File: config.mk
export PLATFORM = sky130hd
export DESIGN_NAME = cpu_sequencer
export DESIGN_NICKNAME = d
export VERILOG_FILES = /design/src/rtl/cpu_sequencer.sv
export SDC_FILE = /design/constraint.sdc
export NUM_CORES = 1
export LEC_CHECK = 0
export ABC_AREA = 0
export CORE_ASPECT_RATIO = 0.8
export CORE_MARGIN = 10
export CORE_UTILIZATION = 41
export DETAILED_ROUTE_END_ITERATION = 12
export PLACE_DENSITY = 0.71
export SLEW_MARGIN = 30
export SYNTH_ARGS = -nofsm -noshare
export SYNTH_HDL_FRONTEND = slang
export SYNTH_SLANG_ARGS = --single-unit
File: constraint.sdc
create_clock -name clk -period 3.3 [get_ports clk]
set_input_delay 0.825 -clock clk [delete_from_list [all_inputs] [get_ports clk]]
set_output_delay 0.825 -clock clk [all_outputs]
set_load 0.01 [all_outputs]
File: src/rtl/cpu_sequencer.sv
// Fetch/decode/execute sequencer for the 4-bit accumulator CPU.
// Owns the PC and instruction register, and drives the datapath strobes.
module cpu_sequencer #(
  parameter int unsigned PC_W     = 3,
  parameter int unsigned RESET_PC = 0
) (
  input  logic            clk,
  input  logic            rstn,
  input  logic            run,
  input  logic            resume,
  input  logic [3:0]      rom_data,
  input  logic            carry_in,
  output logic [PC_W-1:0] rom_addr,
  output logic [PC_W-1:0] pc_out,
  output logic            mux_sel,
  output logic [1:0]      alu_op,
  output logic            reg_we,
  output logic            carry_we,
  output logic            instr_done,
  output logic            halted,
  output logic [2:0]      state_out
);

  typedef enum logic [2:0] {
    S_FETCH   = 3'd0,
    S_DECODE  = 3'd1,
    S_OPERAND = 3'd2,
    S_EXECUTE = 3'd3,
    S_HALT    = 3'd4
  } state_e;

  localparam logic [3:0] OP_NOP  = 4'b1100;
  localparam logic [3:0] OP_HALT = 4'b1101;
  localparam logic [3:0] OP_JMP  = 4'b1110;

  // Output vector: {mux_sel, alu_op[1:0], reg_we, carry_we, instr_done, halted}
  function automatic logic [6:0] decode_outs(input state_e st, input logic [3:0] ir);
    logic [6:0] o;
    o = 7'b000_0000;
    case (st)
      S_DECODE:  o[1] = (ir == OP_NOP);
      S_OPERAND: o[1] = 1'b1;
      S_EXECUTE: begin
        case (ir[3:2])
          2'b00:   o = 7'b1_00_1_0_1_0;
          2'b01:   o = 7'b0_01_1_1_1_0;
          2'b10:   o = 7'b0_10_1_1_1_0;
          default: o = 7'b000_0000;
        endcase
      end
      S_HALT:    o[0] = 1'b1;
      default:   o = 7'b000_0000;
    endcase
    return o;
  endfunction

  state_e          state_q, state_d;
  logic [PC_W-1:0] pc_q, pc_d;
  logic [3:0]      ir_q, ir_d;
  logic [6:0]      outs_q, outs_d;
  logic [PC_W-1:0] pc_inc_s;

  assign pc_inc_s = pc_q + PC_W'(1);

  // Next-state, PC and IR sequencing
  always_comb begin
    state_d = state_q;
    pc_d    = pc_q;
    ir_d    = ir_q;
    case (state_q)
      S_FETCH: begin
        if (run) begin
          ir_d    = rom_data;
          pc_d    = pc_inc_s;
          state_d = S_DECODE;
        end else begin
          state_d = S_FETCH;
        end
      end
      S_DECODE: begin
        if (ir_q[3:2] != 2'b11) begin
          state_d = S_EXECUTE;
        end else if (ir_q == OP_NOP) begin
          state_d = S_FETCH;
        end else if (ir_q == OP_HALT) begin
          state_d = S_HALT;
        end else begin
          state_d = S_OPERAND;
        end
      end
      S_OPERAND: begin
        // pc points at the operand word; a not-taken JC skips over it
        if (ir_q == OP_JMP || carry_in) begin
          pc_d = rom_data[PC_W-1:0];
        end else begin
          pc_d = pc_inc_s;
        end
        state_d = S_FETCH;
      end
      S_EXECUTE: state_d = S_FETCH;
      S_HALT: begin
        if (resume) begin
          state_d = S_FETCH;
        end else begin
          state_d = S_HALT;
        end
      end
      default: state_d = S_FETCH;
    endcase
    outs_d = decode_outs(state_d, ir_d);
  end

  // State registers; outputs are registered from the decoded next state
  always_ff @(posedge clk or negedge rstn) begin
    if (!rstn) begin
      state_q <= S_FETCH;
      pc_q    <= PC_W'(RESET_PC);
      ir_q    <= 4'b0000;
      outs_q  <= 7'b000_0000;
    end else begin
      state_q <= state_d;
      pc_q    <= pc_d;
      ir_q    <= ir_d;
      outs_q  <= outs_d;
    end
  end

  assign rom_addr   = pc_q;
  assign pc_out     = pc_q;
  assign state_out  = state_q;
  assign mux_sel    = outs_q[6];
  assign alu_op     = outs_q[5:4];
  assign reg_we     = outs_q[3];
  assign carry_we   = outs_q[2];
  assign instr_done = outs_q[1];
  assign halted     = outs_q[0];

endmodule

* Word level (Yosys, flattened, before mapping)
Index checks and enable logic that the tools add are counted.
** Word-level totals
- Output and inout port bits :: 16
- Bits of input ports :: 9
- Register bits :: 17
** Cells by class
- Reduce and logical (&&, ||, !) cells :: 5
- Mux-type cells :: 15
- Equality and inequality tests :: 15
- Add/sub/neg operators :: 1
** Operators with widths (number)
- 7-bit case mux with 3 select lines :: 1
- 3-bit two-way mux :: 6
- 4-bit == test (second input constant) :: 4
- 3-bit by 2-bit == test with 1-bit output (second input constant) :: 3
- 3-bit case mux with 3 select lines :: 1
- 4-bit two-way mux :: 2
- 3-bit by 1-bit == test with 1-bit output (second input constant) :: 2
- 3-bit == test (second input constant) :: 2
- 3-bit case mux with 2 select lines :: 1
- 5-bit two-way mux :: 1
- 2-bit inequality test (second input constant) :: 2
- 3-bit by 1-bit adder with 3-bit output (second input constant) :: 1
- 3-bit logical NOT :: 1
- 1-bit case mux with 3 select lines :: 1
- 2-bit by 1-bit == test with 1-bit output (second input constant) :: 1
- 2-bit == test (second input constant) :: 1
- 2-bit logical NOT :: 1
- 1-bit case mux with 2 select lines :: 1
- 2-bit AND reduction :: 1
- 2-bit nonzero test :: 1
- 1-bit logical OR :: 1
- 1-bit two-way mux :: 1

* Logic depth before layout (Yosys ltp)
- Depth after elaboration :: 7
- Depth in mapped cells :: 5
- Depth with buffers taken out :: 5

* Least setup slack after synthesis
No wires, ideal clock.
- Path type :: input port to flip-flop
- Start point :: in run
- End point :: reg outs_q[2]
- Cell stages on the path :: 4
- Required time :: 3180 ps
- Arrival time :: 1928 ps
- Setup slack :: 1253 ps
- Path through :: nor4b_4 mux2_4 ha_1 and3_1
** Between the ends
- Cells in the longest elaborated chain, start to end :: 5
- Elaborated cells between the ends (all ways) :: 10
** Ends and longest elaborated chain
- start: declaration :: RTL line 9 : input logic run,
- 4-bit two-way mux (*) :: RTL line 72 : if (run) begin
- 4-bit two-way mux (*) :: RTL line 70 : case (state_q)
- net ir_d[3] :: RTL line 59 : logic [3:0] ir_q, ir_d;
- 2-bit == test, or another cell as far along :: RTL line 44 : case (ir[3:2])
- 7-bit case mux with 3 select lines (*) :: RTL line 44
- 5-bit two-way mux (*) :: RTL line 40 : case (st)
- net outs_d[2] :: RTL line 60 : logic [6:0] outs_q, outs_d;
- end signal: assignment :: RTL line 124 : outs_q <= outs_d;
- end: declaration :: RTL line 60
The timed path passes the listed nets; every way through them passes the cells marked *.
A chain may end at the register's enable or synchronous reset.

* Worst setup path in the final report
Same ends and word-level chain as after synthesis.

==> results.md <==
* Via count at approximately 620
* Yosys reg bits at 17
* Crit path launch type: primary input
* Path type of the worst setup path: in -> reg
* CTS tree: built
* Int Power at 597 uW
* Count of final hold-check violations at 0
* Synth top area cells: dfrtp_1, ha_1, and3_1
* Setup crit end kind: register
* Clk sink count at 17
* Yosys top cell area share at between 50% and 60%
* DRC Markers at 0
* # nets final at between 100 and 150
* Worst min-delay path category: reg -> reg
* Worst Path Arrival at 2.56 ns
* Fin Setup TNS at 0 ns
* Layout cells sized above 1 at 11.7%
* Asr flop ratio synth at between 90% and 100%
* Post-Syn Instances at between 60 and 70
* GRT Total Usage at around 8.5%
* Crit path capture: outs_q[2]$_DFF_PN0_
* Largest net degree at the start of global routing at 18
* Worst Clk Skew at ~0.00063 ns
* RSZ-0062 raised after global routing: false
* Crit-path max FO at 6
* Number of DRC markers in iteration 0 at 15
* FF-to-FF End: outs_q[2]$_DFF_PN0_
* Synth-to-layout area growth at 33.5%
* CTS Root Cell: clkbuf_4
* Post-synth top flop: dfrtp_1
* Post-Route WL at around 1.8 mm
* Gr ovfl total at 0
* Clk pwr share at around 11%
* Die X at about 70 microns
* Worst R2R Path Depth at 4
* Peak supply drop at 612 uV
* Die ar. at around 0.0042 sq mm
* FF-to-FF setup slack at 1.38 ns
* Slew margin rel. at roughly half
* WP data required at approximately 3.5 ns
* IO Count at 25
* Leakage power at 0.000517 uW
* Vias in the first global route at between 600 and 700
* Starting Density at between 40% and 50%
* Final worst-path cycle share at roughly 72%
* CP Launch Point: run
* Sw Ratio at 38.0%
* Synth area leader: dfrtp_1
* Part of the power in registers at 38.3%
* Total CTS buffers at 3
* Worst slew pin tran at 0.761 ns
* CTS max path bufs at 2
* Detailed Place HPWL at 1.39 mm
* Fmax at about 0.42 GHz
* Psw at around 370 uW
* First-pass DRT Iterations at 5
* Number of max-cap violations at 0
* Post-CTS setup buffer count at 0
* Pins Over Slew Limit at 0
* # H-tree levels at 1
* Worst-Skew Late Latency at about 0.28 ns
* Initial antenna violation count at 0
* YS warnings at 0
* Gpl congestion at 0.738
* # rows at 14
* Mean Syn Cell Area at 11.9 sq um
* Clock slew at reported path FFs at around 0.090 ns
* Mapped Area at slightly above 800 sq um
* N_diodes at 0
* CTS resizes at 0
* Post-CTS Hold Buffers at 0
* Sequential share of the synthesized area at 52.0%
* Wire per inst at between 15 and 20 microns
* Via-to-Cell Ratio at roughly 5.3
* R2R Path Start: state_out[2]$_DFF_PN0_
* Final setup violation count at 0
* Crit path time final at between 2 and 2.5 ns
* Combinational power share at roughly 51%
* Core ar. at between 0.0015 and 0.002 sq mm
* Distinct cells, synth at 25
* Dpl cells at 114
* Die height at between 50 and 60 microns
* Non-filler cells, final at 118
* IO buf count at 24
* Synth Net Count at 83
* Number of synthesized flops with an enable pin at 0
* Status: complete, no violations
* Antenna Violating Nets Remaining at 0
* Pwr dens at around 900 mW/mm^2
* First-pass GRT wire length at approximately 2.9 mm
* Hold Startpoint: ir_q[0]$_DFF_PN0_
area by class of cell:
cell class / count / area [sq um]
clock buffer: 4 / 26.3
fill: 164 / 800
inverter: 4 / 15.0
multi-input combinational: 45 / 355
sequential: 17 / 425
tap: 24 / 30.0
timing repair buffer: 24 / 240
power by group through the flow:
stage          registers [uW]  clock network (uW)  logic [uW]
3_5_place_dp              372                   0         490
6_report                  369                 108         487
4_1_cts                   368                 115         493
2_1_floorplan             384                   0         277
5_1_grt                   383                 122         536
3_3_place_gp              371                   0         482
cell families (layout without fill, tap and decap cells):
logic type,after synthesis,after routing,synth area share [%]
flip-flops,17,17,52.0
buffers and inverters,7,32,4.59
AO/OA/AOI/OAI,13,13,11.0
adder cells (fa/ha/maj),5,5,7.65
multiplexers,6,6,8.87
AND/OR/NAND/NOR,21,21,15.9
cells in the mapped netlist (2+ instances only):
cell type	n
nor2_1	7
buf_4	3
mux2i_1	2
mux2_4	2
inv_2	2
dfrtp_1	17
a21oi_1	3
inv_1	2
o21ai_0	2
a21o_1	2
and3_1	5
mux2_2	2
nand2_1	4
ha_1	5
worst min path at each step:
stage	to	slack, ns	cells after the start
6_report	ir_q[0]$_DFF_PN0_	0.58	1
5_1_grt	ir_q[3]$_DFF_PN0_	0.61	1
4_1_cts	ir_q[0]$_DFF_PN0_	0.58	1
3_5_place_dp	ir_q[0]$_DFF_PN0_	0.55	1
3_3_place_gp	ir_q[0]$_DFF_PN0_	0.54	1
2_1_floorplan	ir_q[0]$_DFF_PN0_	0.52	1
cells in the final DEF, fill, tap and decap left out, types with 2 or more instances in the layout:
cell             instances
a21o_1                   2
a21oi_1                  3
and3_1                   5
clkbuf_4                 3
clkdlybuf4s50_1         24
dfrtp_1                 17
ha_1                     5
inv_1                    2
inv_2                    2
mux2_2                   2
mux2_4                   2
mux2i_1                  2
nand2_1                  4
nor2_1                   7
o21ai_0                  2
worst max-delay path: stages:
cell,delay [ns]
clkdlybuf4s50_1,0.50
nor4b_4,0.44
mux2_4,0.37
ha_1,0.28
and3_1,0.14
metrics by stage:
step                util, %  hold WS, ns  instance area, sq um  power (uW)  setup slack (ns)
finish                 57.7        0.581                  1090         963             0.925
global placement       56.3        0.545                  1070         852             0.674
global route           57.7        0.610                  1090        1040             0.850
floorplan                 -        0.520                   818         660              1.25
detailed placement     56.3        0.552                  1070         862             0.618
CTS                    57.7        0.576                  1090         976             0.929
routing by layer:
layer  vias up  GRT usage (%)  part of all wire (%)
met5         -              0                     0
met4         0           1.69                  0.78
met3         2           5.46                    12
met2        30           13.4                    45
met1       297           9.62                    43
li1        293              -                     -
state kept, by name (all words and copies together) (netlist names):
register	flops
outs_q	7
ir_q	4
pc_out	3
state_out	3
No activity file was read; power rests on OpenSTA's default activity.
